<file path="src/rtl/draw_duck.sv">
// ---------------------------------------------------------------------------
// draw_duck -- overlays a rectangular sprite (fetched from an external
// synchronous ROM) onto an upstream VGA pixel stream.
//
// The pipeline has three register stages. Every *_out signal lags its *_in
// counterpart by exactly three clk cycles.
//   stage 1 : rectangle hit test and ROM address generation
//   stage 2 : alignment with the ROM read latency (rom_rgb arrives here)
//   stage 3 : colour-key compositing into rgb_out
//
// Ports
//   clk, rst                  clock and synchronous active-high reset
//   duck_x, duck_y            requested sprite top-left corner (pixels)
//   duck_visible              request to draw the sprite
//   facing_left               horizontal mirror request (mirror build only)
//   hcount_in .. vblnk_in     upstream VGA timing
//   rgb_in                    upstream background pixel
//   rom_address               registered sprite ROM address, y*DUCK_W + x
//   rom_rgb                   sprite ROM data, valid one clk after rom_address
//   hcount_out .. rgb_out     delayed, composited VGA stream
//
// Build option
//   DRAW_DUCK_MIRROR_EN       adds facing_left; when it is latched high the
//                             sprite columns are read right-to-left.
// ---------------------------------------------------------------------------
module draw_duck #(
   parameter int          DUCK_W          = 96,
   parameter int          DUCK_H          = 60,
   parameter logic [11:0] TRANSPARENT_RGB = 12'hF0F
) (
   input  logic        clk,
   input  logic        rst,
   input  logic [10:0] duck_x,
   input  logic [10:0] duck_y,
   input  logic        duck_visible,
`ifdef DRAW_DUCK_MIRROR_EN
   input  logic        facing_left,
`endif
   input  logic [10:0] hcount_in,
   input  logic [10:0] vcount_in,
   input  logic        hsync_in,
   input  logic        vsync_in,
   input  logic        hblnk_in,
   input  logic        vblnk_in,
   input  logic [11:0] rgb_in,
   output logic [12:0] rom_address,
   input  logic [11:0] rom_rgb,
   output logic [10:0] hcount_out,
   output logic [10:0] vcount_out,
   output logic        hsync_out,
   output logic        vsync_out,
   output logic        hblnk_out,
   output logic        vblnk_out,
   output logic [11:0] rgb_out
);

   localparam logic [11:0] W12 = 12'(DUCK_W);
   localparam logic [11:0] H12 = 12'(DUCK_H);
   localparam logic [12:0] W13 = 13'(DUCK_W);

   // Timing bundle carried through the pipeline: {hcount, vcount, hsync,
   // vsync, hblnk, vblnk, rgb}. The blank bits sit at [13] and [12].
   localparam int TW = 38;

   // Frame registers: sprite placement is frozen for a whole frame.
   logic [10:0] x_reg;
   logic [10:0] y_reg;
   logic        vis_reg;
`ifdef DRAW_DUCK_MIRROR_EN
   logic        face_reg;
`endif

   logic [TW-1:0] tim_in;
   logic [TW-1:0] tim_s1_reg;
   logic [TW-1:0] tim_s2_reg;
   logic          in_rect_s1_reg;
   logic          in_rect_s2_reg;

   // Hit test and address arithmetic are done at 12 bits so x+DUCK_W
   // cannot wrap back onto the left edge of the screen.
   logic [11:0] h12, v12, x12, y12;
   logic [11:0] dx, dy, col;
   logic        in_rect_next;
   logic [12:0] addr_next;

   assign tim_in = {hcount_in, vcount_in, hsync_in, vsync_in,
                    hblnk_in, vblnk_in, rgb_in};

   assign h12 = {1'b0, hcount_in};
   assign v12 = {1'b0, vcount_in};
   assign x12 = {1'b0, x_reg};
   assign y12 = {1'b0, y_reg};
   assign dx  = h12 - x12;
   assign dy  = v12 - y12;

   assign in_rect_next = vis_reg
                         && (h12 >= x12) && (h12 <= x12 + W12 - 12'd1)
                         && (v12 >= y12) && (v12 <= y12 + H12 - 12'd1);

`ifdef DRAW_DUCK_MIRROR_EN
   assign col = face_reg ? (W12 - 12'd1 - dx) : dx;
`else
   assign col = dx;
`endif

   // Only meaningful when in_rect_next is set; dx < DUCK_W and dy < DUCK_H
   // then bound the address to DUCK_W*DUCK_H-1.
   assign addr_next = 13'(dy) * W13 + 13'(col);

   always_ff @(posedge clk) begin
      if (rst) begin
         x_reg          <= '0;
         y_reg          <= '0;
         vis_reg        <= 1'b0;
`ifdef DRAW_DUCK_MIRROR_EN
         face_reg       <= 1'b0;
`endif
         in_rect_s1_reg <= 1'b0;
         in_rect_s2_reg <= 1'b0;
         tim_s1_reg     <= '0;
         tim_s2_reg     <= '0;
         rom_address    <= '0;
         hcount_out     <= '0;
         vcount_out     <= '0;
         hsync_out      <= 1'b0;
         vsync_out      <= 1'b0;
         hblnk_out      <= 1'b0;
         vblnk_out      <= 1'b0;
         rgb_out        <= '0;
      end else begin
         // Latch placement at the first pixel of the frame; the hit test on
         // that same pixel still uses the previous frame's placement.
         if (hcount_in == 11'd0 && vcount_in == 11'd0) begin
            x_reg    <= duck_x;
            y_reg    <= duck_y;
            vis_reg  <= duck_visible;
`ifdef DRAW_DUCK_MIRROR_EN
            face_reg <= facing_left;
`endif
         end

         // Stage 1
         in_rect_s1_reg <= in_rect_next;
         tim_s1_reg     <= tim_in;
         if (in_rect_next)
            rom_address <= addr_next;

         // Stage 2: rom_rgb for this pixel becomes valid during this stage
         in_rect_s2_reg <= in_rect_s1_reg;
         tim_s2_reg     <= tim_s1_reg;

         // Stage 3
         hcount_out <= tim_s2_reg[37:27];
         vcount_out <= tim_s2_reg[26:16];
         hsync_out  <= tim_s2_reg[15];
         vsync_out  <= tim_s2_reg[14];
         hblnk_out  <= tim_s2_reg[13];
         vblnk_out  <= tim_s2_reg[12];
         if (in_rect_s2_reg && (rom_rgb != TRANSPARENT_RGB)
             && !tim_s2_reg[13] && !tim_s2_reg[12])
            rgb_out <= rom_rgb;
         else
            rgb_out <= tim_s2_reg[11:0];
      end
   end

endmodule

</file>
<file path="config.mk">
export PLATFORM = sky130hd
export DESIGN_NAME = draw_duck
export DESIGN_NICKNAME = d
export VERILOG_FILES = /design/src/rtl/draw_duck.sv
export SDC_FILE = /design/constraint.sdc
export NUM_CORES = 1
export LEC_CHECK = 0
export BUFFER_PORTS_ARGS = -buffer_cell sky130_fd_sc_hd__buf_2
export CORE_AREA = 2 2 126 98
export DETAILED_ROUTE_END_ITERATION = 10
export DIE_AREA = 0 0 128 100
export GPL_TIMING_DRIVEN = 0
export PLACE_DENSITY = 0.9
export SYNTH_ARGS = -nofsm -noshare
export SYNTH_HDL_FRONTEND = slang
export SYNTH_SLANG_ARGS = --single-unit
</file>
<file path="constraint.sdc">
create_clock -name clk -period 7.1 [get_ports clk]
set_input_delay 0 -clock clk [delete_from_list [all_inputs] [get_ports clk]]
set_output_delay 0 -clock clk [all_outputs]
set_load 0.01 [all_outputs]
</file>
* Word level (Yosys, flattened, before mapping)
Index checks and enable logic that the tools add are counted.
Storage, ports and cells: register bits 152, logic and storage cells 41
Operators by class: add/subtract/negate cells 7, equal/unequal tests 1, order comparisons 4, reduce and logical (&&, ||, !) cells 12, mux-type cells 1, multiply operators 1
Operators by type and width (number):
- 11-bit by 12-bit less-or-equal comparator with 1-bit output | 2
- 11-bit by 11-bit subtractor with 12-bit output | 2
- 12-bit by 1-bit subtractor with 12-bit output, second input constant | 2
- 11-bit greater-or-equal comparator | 2
- 11-bit zero test | 2
- 13-bit by 12-bit adder with 13-bit output | 1
- 11-bit by 6-bit adder with 12-bit output, second input constant | 1
- 11-bit by 7-bit adder with 12-bit output, second input constant | 1
- 12-bit by 2-bit multiplier with 8-bit output, second input constant | 1
- 12-bit 2-to-1 mux | 1
- 12-bit inequality test, second input constant | 1
- 1-bit logical AND | 8
- 1-bit zero test | 2

* Longest topological paths before layout
word-level depth 6, gate-level depth with buffers 19

* Worst setup path before layout
Ideal clock, no wire load.
path kind register -> register, start point reg y_reg[0], end point reg rom_address[12], library setup time 0.115 ns, clock period less this slack 3.666 ns, stages on the path, launching flop included 18, path buffers 0, arrival time 3.551 ns, setup slack 3.434 ns, cells stage by stage dfxtp_1 -> ha_1 -> inv_1 -> fa_1 -> xor2_1 -> ha_1 -> a21o_1 -> a21oi_1 -> xor2_1 -> xnor2_1 -> ha_1 -> nand3_1 -> nand4b_1 -> a21o_1 -> a21oi_1 -> xnor3_1 -> xnor2_1 -> o21a_1
Between the ends: longest elaborated chain between the ends 4, elaborated cells between the ends (all ways) 9
Ends and longest elaborated chain:
- start, declared | line 67 | logic [10:0] y_reg;
- start signal, assigned | line 135 | y_reg <= duck_y;
- parallel branches: the longest is 4 deep, another holds 13-bit by 12-bit adder with 13-bit output
- end signal, assigned | line 146 | rom_address <= addr_next;
- end, declared | line 46 | output logic [12:0] rom_address,
Parallel ways; which one is timed is not known. A chain may end at the register's enable or synchronous reset.

* Worst setup path in the final report
start point reg y_reg[2], end point reg rom_address[12]
The elaborated chain is that of the path after synthesis.

==> flow_summary.ini <==
[routing]
drt-vias-per-instance = 5.312
detail_route.wirelength_um = 17990
first_pass_iters = 7
initial_detailed_routing_violation_count = 273
drc = 0
final_antenna_net_count = 0
route.vias.total = 5588
routedWlPerCell_um = 17.10

[setup_path]
reg2reg_setup_slack_ns = 2.97
crit_path_max_fanout = 6
rr_endpoint = rom_address[12]
cp_data_required_time_ns = 7.43
reg2regPathDepth = 17
critPathArrivalTime_ns = 4.45
criticalPathCategory = reg -> reg
critical_path.endpoint_type = flop
start_kind = flop
crit-reg2reg-launch = y_reg[2]

[flow_run]
drv_cap = 0

[floorplan]
row_count = 35
initial_util_pct = 57.71
fp.dieW_um = 128
die-height_um = 100
core-area_mm2 = 0.01174
die-area_mm2 = 0.01280
pin_count = 126

[synthesis]
synth_fp_nets = 812
synth_top_flop_cell = dfxtp_1
synth_area_mm2 = 0.006773
postSynthRegisterBits = 152
syn-instance-count = 675
synth_area_per_cell_um2 = 10.03
synth.distinct_cells = 54
asyncSetResetFlopFracSynth_pct = 0
yosys_warnings = 0
synth_sequential_area_ratio_pct = 44.93
count_of_flip_flops_with_a_built_in_enable_after_synthesis = 0

[layout]
antenna_cells_inserted = 0
design_area_mm2 = 0.008937
synth_to_final_area_change_pct = 31.96
register_area_mm2 = 0.003043
drive_gt1_share_pct = 18.58
layout_common_cells = 152 x dfxtp_1, 124 x buf_2, 106 x nor2b_1
utilization_pct = 76.15
fin_nets = 1028
most_common_library_cell_in_the_layout_ignoring_fill_and_taps = dfxtp_1
final.fill_count = 710
area_used_by_multi_input_combinational_logic_mm2 = 0.003500

[timing]
tightestPinTransition_ns = 1.137
rsz0062_at_grt = false
final_min_period_over_clock_period_pct = 58.12
slew_viol_final = 0
final.setup.tns_ns = 0
final.min_clock_period_ns = 4.127
fmax_mhz = 242.3
timing.max_slew.rel_slack_pct = 23.58
setup_viol = 0
hold_viol_final = 0
fin_skew_ns = 0.01229

[outcome]
outcome = completed

[clocking]
htree_num_levels = 4
cts_max_path_buffers = 2
clock_tree.root_cell = clkbuf_16
clkSinkCount = 152
clock_latency_ns = 0.43
cts-buffers-inserted = 17
tritoncts = built
clk_pin_slew_ns = 0.07

[global_route]
grt_first_pass_wirelength_um = 27730
vias_in_the_first_global_route = 5585
antenna_found_initial = 0
overflow = 0
aggregate_global_route_resource_usage_pct = 28.40
grt_max_degree = 17

[min_path]
hp-class = in -> reg
cell_count_of_the_worst_hold_path = 3
worst_hold_startpoint = rst
whs_endpoint = tim_s1_reg[8]

[power_and_ir_drop]
peakVddDrop_uv = 175.5
finalPower_mw = 2.143
power_density_mw_per_mm2 = 239.7
leakage_nw = 3.952

[placed_design]
detailed_place_hpwl_um = 11270
post_dp_cell_area_mm2 = 0.007579
io_buffer_count = 124
gp_congestion = 0.9185
[worst max path at each step]
stage,from,end,depth (start not counted)
2_1_floorplan,y_reg[0],rom_address[12],17
3_3_place_gp,y_reg[0],rom_address[12],17
3_5_place_dp,y_reg[0],rom_address[12],17
4_1_cts,y_reg[2],rom_address[12],17
5_1_grt,y_reg[0],rom_address[12],17
6_report,y_reg[2],rom_address[12],17
[cell usage after synthesis (2+ instances only)]
cell	instances	area share [%]
o21bai_1	2	0.22
nor4_1	5	0.46
inv_1	34	1.9
a21oi_1	22	1.6
buf_1	3	0.17
nor2_1	66	3.7
buf_4	2	0.22
ha_1	58	11
a211oi_1	6	0.67
nand4b_1	3	0.39
clkbuf_1	15	0.83
nand2_1	18	1.0
o21ai_0	14	1.0
xor2_1	13	1.7
nand4_1	9	0.83
o31ai_1	3	0.33
a211o_1	2	0.26
nand3_1	5	0.37
nor3_1	5	0.37
or2_2	2	0.18
nand2b_1	5	0.46
dfxtp_1	152	45
and3_1	2	0.18
o211ai_1	4	0.44
fa_1	4	1.2
nor2b_1	106	9.8
xnor2_1	30	3.9
a21o_1	11	1.2
a22oi_1	2	0.22
a31oi_1	4	0.37
mux2i_1	42	6.2
o21a_1	4	0.44
[power breakdown]
part,leakage [nW],switching [mW],internal (mW),total [mW]
sequential,1.24,0.00701,0.878,0.885
clock,0.308,0.393,0.568,0.962
combinational,2.40,0.148,0.147,0.295
total,3.95,0.549,1.59,2.14
[routing by layer]
| metal | vias to the layer above | share of wire (%) | track usage, % |
|---|---|---|---|
| met2 | 225 | 49 | 50.43 |
| met5 | - | 0 | 0 |
| met1 | 2595 | 41 | 32.96 |
| li1 | 2723 | - | - |
| met4 | 0 | 2.4 | 10.90 |
| met3 | 45 | 6.7 | 7.569 |
[stage by stage]
| step | std cells | setup slack (ns) | hold WS (ns) |
|---|---|---|---|
| floorplan | 675 | 3.434 | 0.1282 |
| global placement | 947 | 3.108 | 0.2099 |
| detailed placement | 947 | 3.021 | 0.2138 |
| CTS | 1052 | 2.986 | 0.1896 |
| global route | 1052 | 2.672 | 0.2482 |
| finish | 1052 | 2.973 | 0.2190 |
[kinds of logic after synthesis]
kind of cell,after synthesis,share of synthesized area (%)
simple gates,236,19.12
flops,152,44.93
compound gates,83,8.406
fa+ha+maj,63,12.05
buf+inv,55,3.399
xor+xnor,44,5.893
mux,42,6.207
[worst max-delay path, stage by stage (launching register included)]
cell,delay [ns]
dfxtp_1,0.42
inv_1,0.09
ha_1,0.36
nor2_1,0.05
a21oi_1,0.15
xor2_1,0.43
ha_1,0.35
a21oi_1,0.29
xor2_1,0.21
xnor2_1,0.17
ha_1,0.32
nand4_1,0.12
nand4b_1,0.14
a21o_1,0.21
a21oi_1,0.18
xnor3_1,0.25
xnor2_1,0.13
o21a_1,0.16
[what timing repair did]
| action | CTS | global route |
|---|---|---|
| hold buffers | 73 | 0 |
| setup buffers | 0 | 0 |
| setup endpoints to repair | 0 | 0 |
| resized for setup | 0 | 0 |
| endpoints found under the hold margin | 73 | 0 |
[final cells by class]
cell class              instances  area share (%)
flip-flops and latches        152           34.05
repair buffers                197           15.12
clock buffers                  17           4.760
inverters                      34           1.428
well taps                     148           2.072
clock inverters                15           2.268
plain buffers                  21           1.148
multi-input cells             468           39.16
Note: power is estimated with default switching activity, not from simulation.
